===== src/rtl/uart_rx_fifo.sv =====
// UART receiver with mid-bit majority voting, false-start rejection and a receive FIFO.
// Optional parity support is compiled in with `define UART_RX_PARITY_EN.
module uart_rx_fifo #(
  parameter int DATA_BITS  = 8,
  parameter int OVERSAMPLE = 16,
  parameter int DEPTH      = 4,
  parameter int PARITY_ODD = 0
) (
  input  logic                 clk,
  input  logic                 n_rst,
  input  logic                 sample_tick,
  input  logic                 rx,
  output logic [DATA_BITS-1:0] out_data,
  output logic                 out_ferr,
  output logic                 out_perr,
  output logic                 out_valid,
  input  logic                 out_ready,
  output logic                 overrun,
  input  logic                 ovr_clr,
  output logic                 busy
);

  localparam int CW = $clog2(OVERSAMPLE);
  localparam int BW = $clog2(DATA_BITS);
  localparam int AW = $clog2(DEPTH);
  localparam int EW = DATA_BITS + 2;
  localparam int M  = OVERSAMPLE / 2;

  localparam logic [CW-1:0] CNT_LO   = CW'(M - 1);
  localparam logic [CW-1:0] CNT_MID  = CW'(M);
  localparam logic [CW-1:0] CNT_HI   = CW'(M + 1);
  localparam logic [CW-1:0] CNT_LAST = CW'(OVERSAMPLE - 1);
  localparam logic [BW-1:0] BIT_LAST = BW'(DATA_BITS - 1);

  localparam logic [2:0] IDLE   = 3'd0;
  localparam logic [2:0] START  = 3'd1;
  localparam logic [2:0] DATA   = 3'd2;
  localparam logic [2:0] STOP   = 3'd4;
`ifdef UART_RX_PARITY_EN
  localparam logic [2:0] PARITY = 3'd3;
  localparam logic       PAR_ODD = (PARITY_ODD != 0) ? 1'b1 : 1'b0;
`endif

  logic                 rx_m, rx_s;
  logic [2:0]           state;
  logic [CW-1:0]        os_cnt;
  logic [BW-1:0]        bit_cnt;
  logic [DATA_BITS-1:0] shreg;
  logic [1:0]           smp;
  logic                 vote;
  logic                 perr_bit;
  logic                 push;
  logic [EW-1:0]        push_entry;
`ifdef UART_RX_PARITY_EN
  logic                 par_acc;
  logic                 perr_r;
`endif

  always_ff @(posedge clk) begin
    if (!n_rst) begin
      rx_m <= 1'b1;
      rx_s <= 1'b1;
    end else begin
      rx_m <= rx;
      rx_s <= rx_m;
    end
  end

  // Third vote sample is the live rx_s at the os_cnt = M+1 tick
  assign vote = (smp[0] & smp[1]) | (smp[0] & rx_s) | (smp[1] & rx_s);
  assign busy = (state != IDLE);

  always_ff @(posedge clk) begin
    if (!n_rst) begin
      state   <= IDLE;
      os_cnt  <= '0;
      bit_cnt <= '0;
      shreg   <= '0;
      smp     <= 2'b11;
`ifdef UART_RX_PARITY_EN
      par_acc <= 1'b0;
      perr_r  <= 1'b0;
`endif
    end else if (sample_tick) begin
      if (state == IDLE) begin
        if (!rx_s) begin
          os_cnt  <= '0;
          bit_cnt <= '0;
          state   <= START;
`ifdef UART_RX_PARITY_EN
          par_acc <= 1'b0;
`endif
        end
      end else begin
        os_cnt <= (os_cnt == CNT_LAST) ? '0 : os_cnt + CW'(1);
        if (os_cnt == CNT_LO)  smp[0] <= rx_s;
        if (os_cnt == CNT_MID) smp[1] <= rx_s;
        case (state)
          START: begin
            if (os_cnt == CNT_HI && vote) begin
              state  <= IDLE;
              os_cnt <= '0;
            end else if (os_cnt == CNT_LAST) begin
              state <= DATA;
            end
          end
          DATA: begin
            if (os_cnt == CNT_HI) begin
              shreg <= {vote, shreg[DATA_BITS-1:1]};
`ifdef UART_RX_PARITY_EN
              par_acc <= par_acc ^ vote;
`endif
            end
            if (os_cnt == CNT_LAST) begin
              if (bit_cnt == BIT_LAST) begin
`ifdef UART_RX_PARITY_EN
                state <= PARITY;
`else
                state <= STOP;
`endif
              end else begin
                bit_cnt <= bit_cnt + BW'(1);
              end
            end
          end
`ifdef UART_RX_PARITY_EN
          PARITY: begin
            if (os_cnt == CNT_HI) perr_r <= vote ^ par_acc ^ PAR_ODD;
            if (os_cnt == CNT_LAST) state <= STOP;
          end
`endif
          STOP: begin
            // Leave mid-stop-bit so a back-to-back start edge is not missed
            if (os_cnt == CNT_HI) begin
              state  <= IDLE;
              os_cnt <= '0;
            end
          end
          default: state <= IDLE;
        endcase
      end
    end
  end

`ifdef UART_RX_PARITY_EN
  assign perr_bit = perr_r;
`else
  assign perr_bit = 1'b0;
`endif

  assign push       = sample_tick && (state == STOP) && (os_cnt == CNT_HI);
  assign push_entry = {perr_bit, ~vote, shreg};

  logic [EW-1:0] mem [DEPTH];
  logic [AW:0]   wp, rp, rp_nx;
  logic          empty, full, pop, wr_en;
  logic [EW-1:0] head_d;

  assign empty     = (wp == rp);
  assign full      = (wp[AW] != rp[AW]) && (wp[AW-1:0] == rp[AW-1:0]);
  assign out_valid = ~empty;
  assign pop       = out_valid && out_ready;
  assign wr_en     = push && (!full || pop);
  assign rp_nx     = rp + {{AW{1'b0}}, pop};
  // Bypass the write when the new head is the slot being written this cycle
  assign head_d    = (wr_en && (wp == rp_nx)) ? push_entry : mem[rp_nx[AW-1:0]];

  always_ff @(posedge clk) begin
    if (wr_en) mem[wp[AW-1:0]] <= push_entry;
  end

  always_ff @(posedge clk) begin
    if (!n_rst) begin
      wp       <= '0;
      rp       <= '0;
      out_data <= '0;
      out_ferr <= 1'b0;
      out_perr <= 1'b0;
      overrun  <= 1'b0;
    end else begin
      if (wr_en) wp <= wp + (AW+1)'(1);
      rp <= rp_nx;
      {out_perr, out_ferr, out_data} <= head_d;
      if (push && full && !pop) overrun <= 1'b1;
      else if (ovr_clr)         overrun <= 1'b0;
    end
  end

endmodule


===== config.mk =====
export PLATFORM = sky130hd
export DESIGN_NAME = uart_rx_fifo
export DESIGN_NICKNAME = d
export VERILOG_FILES = /design/src/rtl/uart_rx_fifo.sv
export SDC_FILE = /design/constraint.sdc
export NUM_CORES = 1
export LEC_CHECK = 0
export CORE_MARGIN = 2
export CORE_UTILIZATION = 55
export CTS_CLUSTER_DIAMETER = 80
export DETAILED_ROUTE_END_ITERATION = 16
export DONT_BUFFER_PORTS = 1
export MAX_ROUTING_LAYER = met4
export PLACE_DENSITY = 0.8
export SLEW_MARGIN = 20
export SYNTH_ARGS = -nofsm -noshare
export SYNTH_HDL_FRONTEND = slang
export SYNTH_SLANG_ARGS = --single-unit

===== constraint.sdc =====
create_clock -name clk -period 2.3 [get_ports clk]
set_input_delay 0.575 -clock clk [delete_from_list [all_inputs] [get_ports clk]]
set_output_delay 0.575 -clock clk [all_outputs]
set_load 0.02 [all_outputs]

## Yosys cells after proc, flatten, opt, wreduce, memory -nomap -nowiden

Memory sizes are Yosys's and may differ from the RTL's.
Cells that the tools add are included.

- Register bits after elaboration: 39
- Input port bits: 6
- Memory bits (writable): 36
- Word-level logic and storage cells: 94
- Output and inout bits: 13
- Memories: 1

Memory list:

| memory | depth | bits a word | read ports | clocked after memory_dff | wr ports | line | text |
|---|---|---|---|---|---|---|---|
| mem | 4 | 9 | 1 | 0 | 1 | 154 | `logic [EW-1:0] mem [DEPTH];` |

- Muxes and demuxes: 24
- Equality and inequality tests: 18
- Add/sub/neg operators: 4
- Bitwise logic cells: 9
- Reduce and logical (&&, ||, !) cells: 24

Operator list:

| cell | number |
|---|---|
| $mux 3 | 12 |
| $mux 4 | 5 |
| $eq 4x4->1 const B | 3 |
| $logic_and 1x1->1 | 9 |
| $mux 9 | 1 |
| $ne 3x3->1 const B | 3 |
| $pmux 3 s3 | 1 |
| $pmux 4 s2 | 1 |
| $add 3x1->3 const B | 2 |
| $eq 3x3->1 | 2 |
| $eq 3x3->1 const B | 2 |
| $reduce_and 3->1 | 2 |
| $reduce_and 6->1 | 1 |
| $reduce_bool 2->1 | 3 |
| $reduce_and 5->1 | 1 |
| $add 4x1->4 const B | 1 |
| $eq 4x3->1 const B | 1 |
| $mux 1 | 4 |
| $ne 2x2->1 const B | 2 |
| $ne 4x4->1 const B | 1 |
| $not 1->1 | 4 |
| $reduce_and 4->1 | 1 |
| $add 3x1->3 | 1 |
| $and 1x1->1 | 3 |
| other kinds (11) | 13 |

## Logic depth before layout (Yosys ltp)

- Word-level depth: 7
- Depth in mapped cells: 11
- Mapped depth without buffers: 10

## Worst setup path after synthesis

Ideal clock, no wire load.

- Path type: register to register
- Start: register wp[2]
- End: register out_data[0]
- Path buffers: 1
- Cell stages (with the launch flop): 10
- Clock period less this slack: 2428 ps
- Path slack: -128 ps
- Setup time: 119 ps
- Arrival time: 2308 ps
- Required time: 2181 ps
- Cell sequence: dfxtp_1 xnor2_1 nand2_1 and2_1 ha_1 ha_1 clkbuf_1 mux4_2 nand2_1 mux2i_1

- Longest elaborated chain between the ends: 7
- Elaborated cells on any way between the ends: 13
- Those cells by class: add/sub (1); eq/ne (3); mux (1); bitwise (1); reduce/logical (6); memory (1)

Ends and longest elaborated chain:

| what | line | text |
|---|---|---|
| start, declared | 155 | `logic [AW:0] wp, rp, rp_nx;` |
| start signal, assigned | 181 | `if (wr_en) wp <= wp + (AW+1)'(1);` |
| $eq 3x3->1 (*) | 159 | `assign empty = (wp == rp);` |
| $not 1->1 (*) | 161 | `assign out_valid = ~empty;` |
| named net out_valid | 16 | `output logic out_valid,` |
| $logic_and 1x1->1 (*) | 162 | `assign pop = out_valid && out_ready;` |
| $add 3x1->3 (*) | 164 | `assign rp_nx = rp + {{AW{1'b0}}, pop};` |
| named net rp_nx[1] | 155 |  |
| branches (longest 2 deep; another with $mem_v2 4x9) | n/a |  |
| $mux 9 (*) | 166 | `assign head_d = (wr_en && (wp == rp_nx)) ? push_entry : mem[rp_nx[AW-1:0]];` |
| end signal, assigned | 176 | `out_data <= '0;` |
| end signal, assigned | 183 | `{out_perr, out_ferr, out_data} <= head_d;` |
| end, declared | 13 | `output logic [DATA_BITS-1:0] out_data,` |

Mark *: on every way through the listed nets, which the timed path passes.
A chain may end at the register's enable or synchronous reset.

## Final worst setup path

- Start: register rp[0]
- End: register out_data[4]

- Longest elaborated chain between the ends: 7
- Elaborated cells on any way between the ends: 13
- Those cells by class: add/sub (1); eq/ne (3); mux (1); bitwise (1); reduce/logical (6); memory (1)

Ends and longest elaborated chain:

| what | line | text |
|---|---|---|
| start, declared | 155 |  |
| start signal, assigned | 182 | `rp <= rp_nx;` |
| $eq 3x3->1 | 159 |  |
| $not 1->1 | 161 |  |
| $logic_and 1x1->1 | 162 |  |
| $add 3x1->3 (*) | 164 |  |
| named net rp_nx[1] | 155 |  |
| branches (longest 2 deep; another with $mem_v2 4x9) | n/a |  |
| $mux 9 (*) | 166 |  |

Marks and branches as above.

==> flow_summary.yaml <==
global_route:
  grt.total_usage_pct: 19.0
  antenna_found_initial: 0
  grt_first_pass_wirelength_um: 8980
  grt_overflow: 0
  grt_max_degree: 39
  grt_pass1_vias: 1870
place:
  dp_hpwl_um: 3640
  dp_cells: 330
  dp_slack_ps: 70.9
  portBuffers: 0
  gp_congestion: 0.807
  dpl_cell_area_mm2: 0.00341
power:
  power.internal_mw: 1.90
  switchingPower_mw: 0.458
  combPwrFrac_pct: 1.3
  p_leak_nw: 1.34
  switching_share_pct: 19.4
  clkPwrFrac_pct: 40.5
  p_seq_share_pct: 58.2
  power.density_mw_per_mm2: 641
  ir_drop_mv: 0.350
yosys:
  yosysMostFrequentCell: "dfxtp_1"
  yosysWarnings: 0
  async_flop_share_pct: 0
  yosys-top-cells-count: "dfxtp_1, edfxtp_1, nand2_1"
  synth_top_area_cell: "edfxtp_1"
  synth_area_mm2: 0.00334
  synth-edff-count: 36
  synth_nets: 281
  synth.area.top_cells: "edfxtp_1, dfxtp_1, mux2i_1"
  syn_inst: 264
  ys_seq_area_share_pct: 55.2
  synth_top_area_share_pct: 32.4
  synth_cell_type_count: 50
  ys_ff_latch: 74
  syn_area_per_cell_um2: 12.6
  synth_top_flop_cell: "dfxtp_1"
finish:
  final-instance-count-excl-fill: 347
  design_area_mm2: 0.00368
  final_nets: 285
  drive_above_1_share_pct: 21.0
  fin_util_pct: 62.6
  antenna_cells: 0
  syn2layout_area_growth_pct: 10.4
clock_tree:
  clkSinkCount: 74
  cts_tree: "yes"
  cts.root.buffer_cell: "clkbuf_8"
  clk_path_buf_depth: 2
  cts_buffers: 9
  hold_buffers: 0
  htree_levels: 3
  worstSkewPairLatency_ps: 340
  path_clk_slew_ps: 70
route:
  antenna_left: 0
  vias: 1967
  avgViaCountPerCell: 5.67
  drc: 0
  wl_per_cell_um: 17.0
  drt_iter0_drc: 130
  wl_um: 5910
  dr.pass1.iters: 4
sta:
  maxSlewHeadroom_pct: 54.3
  drv_slew: 0
  period_minus_slack_ps: 2360
  setup_ws_ps: -60.8
  worst_clock_skew_ps: 10.6
  rsz0062_at_grt: "true"
  worst_pin_slew_ps: 680
  clock.fmax_ghz: 0.424
  period_share_pct: 103
  setup_tns_ps: -406
  hold_violations: 0
  finalSetupViolCount: 9
setup_path:
  cp-start-kind: "flip-flop"
  critPathSlowestCell: "dfxtp_2"
  critical_path_class: "reg -> reg"
  crit_required_ps: 2570
  critical_path_arrival_ps: 2630
  critPathTopFamily: "simple AND/OR/NAND/NOR gates"
  cpMostUsedCell: "ha_4"
  endpoint_kind: "flip-flop"
  slowest_delay_ps: 390
  path_cells: "xor2_2, nor2_1, nand2_1, and2_4, ha_4, ha_4, xnor2_2, nand2_2, nor4_4, buf_6, mux2i_1"
  worstPathMaxFanout: 5
  crit_buf_inv: 1
floorplan:
  io_pins: 19
  core_area_mm2: 0.00589
  die_area_mm2: 0.00671
  row_count: 28
  dieHeight_um: 81.9
  initial_core_util_pct: 56.7
  die_x_um: 81.9
flow_run:
  cap_violations: 0
min_path:
  hp-class: "in -> reg"
outcome:
  violations: "negative setup slack"
  outcome: "complete, but fails checks"
-- repair_timing --
item                                   4_1_cts  5_1_grt
setup buffers                                0        1
endpoints found under the hold margin        0        0
setup endpoints to repair                    0        9
resized for setup                            0       19
-- layer usage --
| layer | share of wire, % | vias up | GRT usage (%) |
|---|---|---|---|
| li1 | - | 955 | - |
| met3 | 3.5 | 5 | 5.38 |
| met1 | 45 | 966 | 23.4 |
| met2 | 51 | 41 | 29.9 |
| met4 | 1.2 | 0 | 7.17 |
| met5 | 0 | - | - |
-- worst register-to-register path: cells and delay by family, from the launching register on --
kind          cells  cell delay [ps]
buf+inv           1              190
flops             1              390
mux               1              200
fa+ha+maj         2              330
simple gates      5              780
xor+xnor          2              400
-- cell usage in the layout (no fill, tap or decap), types with 4 or more instances in the layout --
master     n
edfxtp_1  36
buf_4      7
dfxtp_1   34
a21oi_1    7
mux4_2     9
mux2i_1   23
nand2b_1   5
xnor2_1    4
and2_1     4
ha_1       9
inv_1      9
clkbuf_8  10
nand2_1   29
nor2_1    13
nand3_1    6
-- through the flow --
stage	power, mW	hold slack [ps]
6_report	2.36	299
5_1_grt	2.43	286
4_1_cts	2.38	287
3_5_place_dp	1.44	398
3_3_place_gp	1.44	393
2_1_floorplan	1.44	386
-- flip-flops by register name (all words and copies together), names as in the netlist --
name	count
out_ferr	1
wp	3
mem	36
rx_s	1
shreg	8
state	3
rp	3
smp	2
overrun	1
bit_cnt	3
out_data	8
os_cnt	4
rx_m	1
-- final timing paths --
kind              cells past startpoint  start          end  slack [ps]
setup / recovery                     11  rp[0]  out_data[4]         -60
hold / removal                        1  n_rst       smp[1]         300
setup reg to reg                     11  rp[0]  out_data[4]         -60
hold reg to reg                       1   rx_m         rx_s         410
-- final cells by class --
cell class	count	area, um2
Clock buffer	12	145
Clock inverter	3	41.3
Fill cell	434	2200
Inverter	9	33.8
Multi-Input combinational cell	165	1440
Sequential cell	74	1850
Tap cell	75	93.8
Timing Repair Buffer	9	83.8
-- logic make-up (layout without fill, tap and decap cells) --
group                      after synthesis  after routing  share of synthesized area (%)
DFF                                     74             74                           55.2
AOI/OAI and AO/OA                       23             23                           5.59
xor gates and xnor gates                 8              8                           2.32
and+or+nand+nor                         88             88                           15.1
other                                    1              1                          0.112
muxes                                   33             33                           13.3
adders and majority gates               12             12                           4.46
buffers and inverters                   25             33                           3.90
-- power groups by stage --
stage          Clock, mW  Sequential, mW  Combinational [mW]
2_1_floorplan          0            1.40              0.0419
3_3_place_gp           0            1.41              0.0308
3_5_place_dp           0            1.41              0.0313
4_1_cts            0.971            1.38              0.0314
5_1_grt             1.02            1.37              0.0346
6_report           0.956            1.37              0.0312
Power figures use the tool's default switching activity.
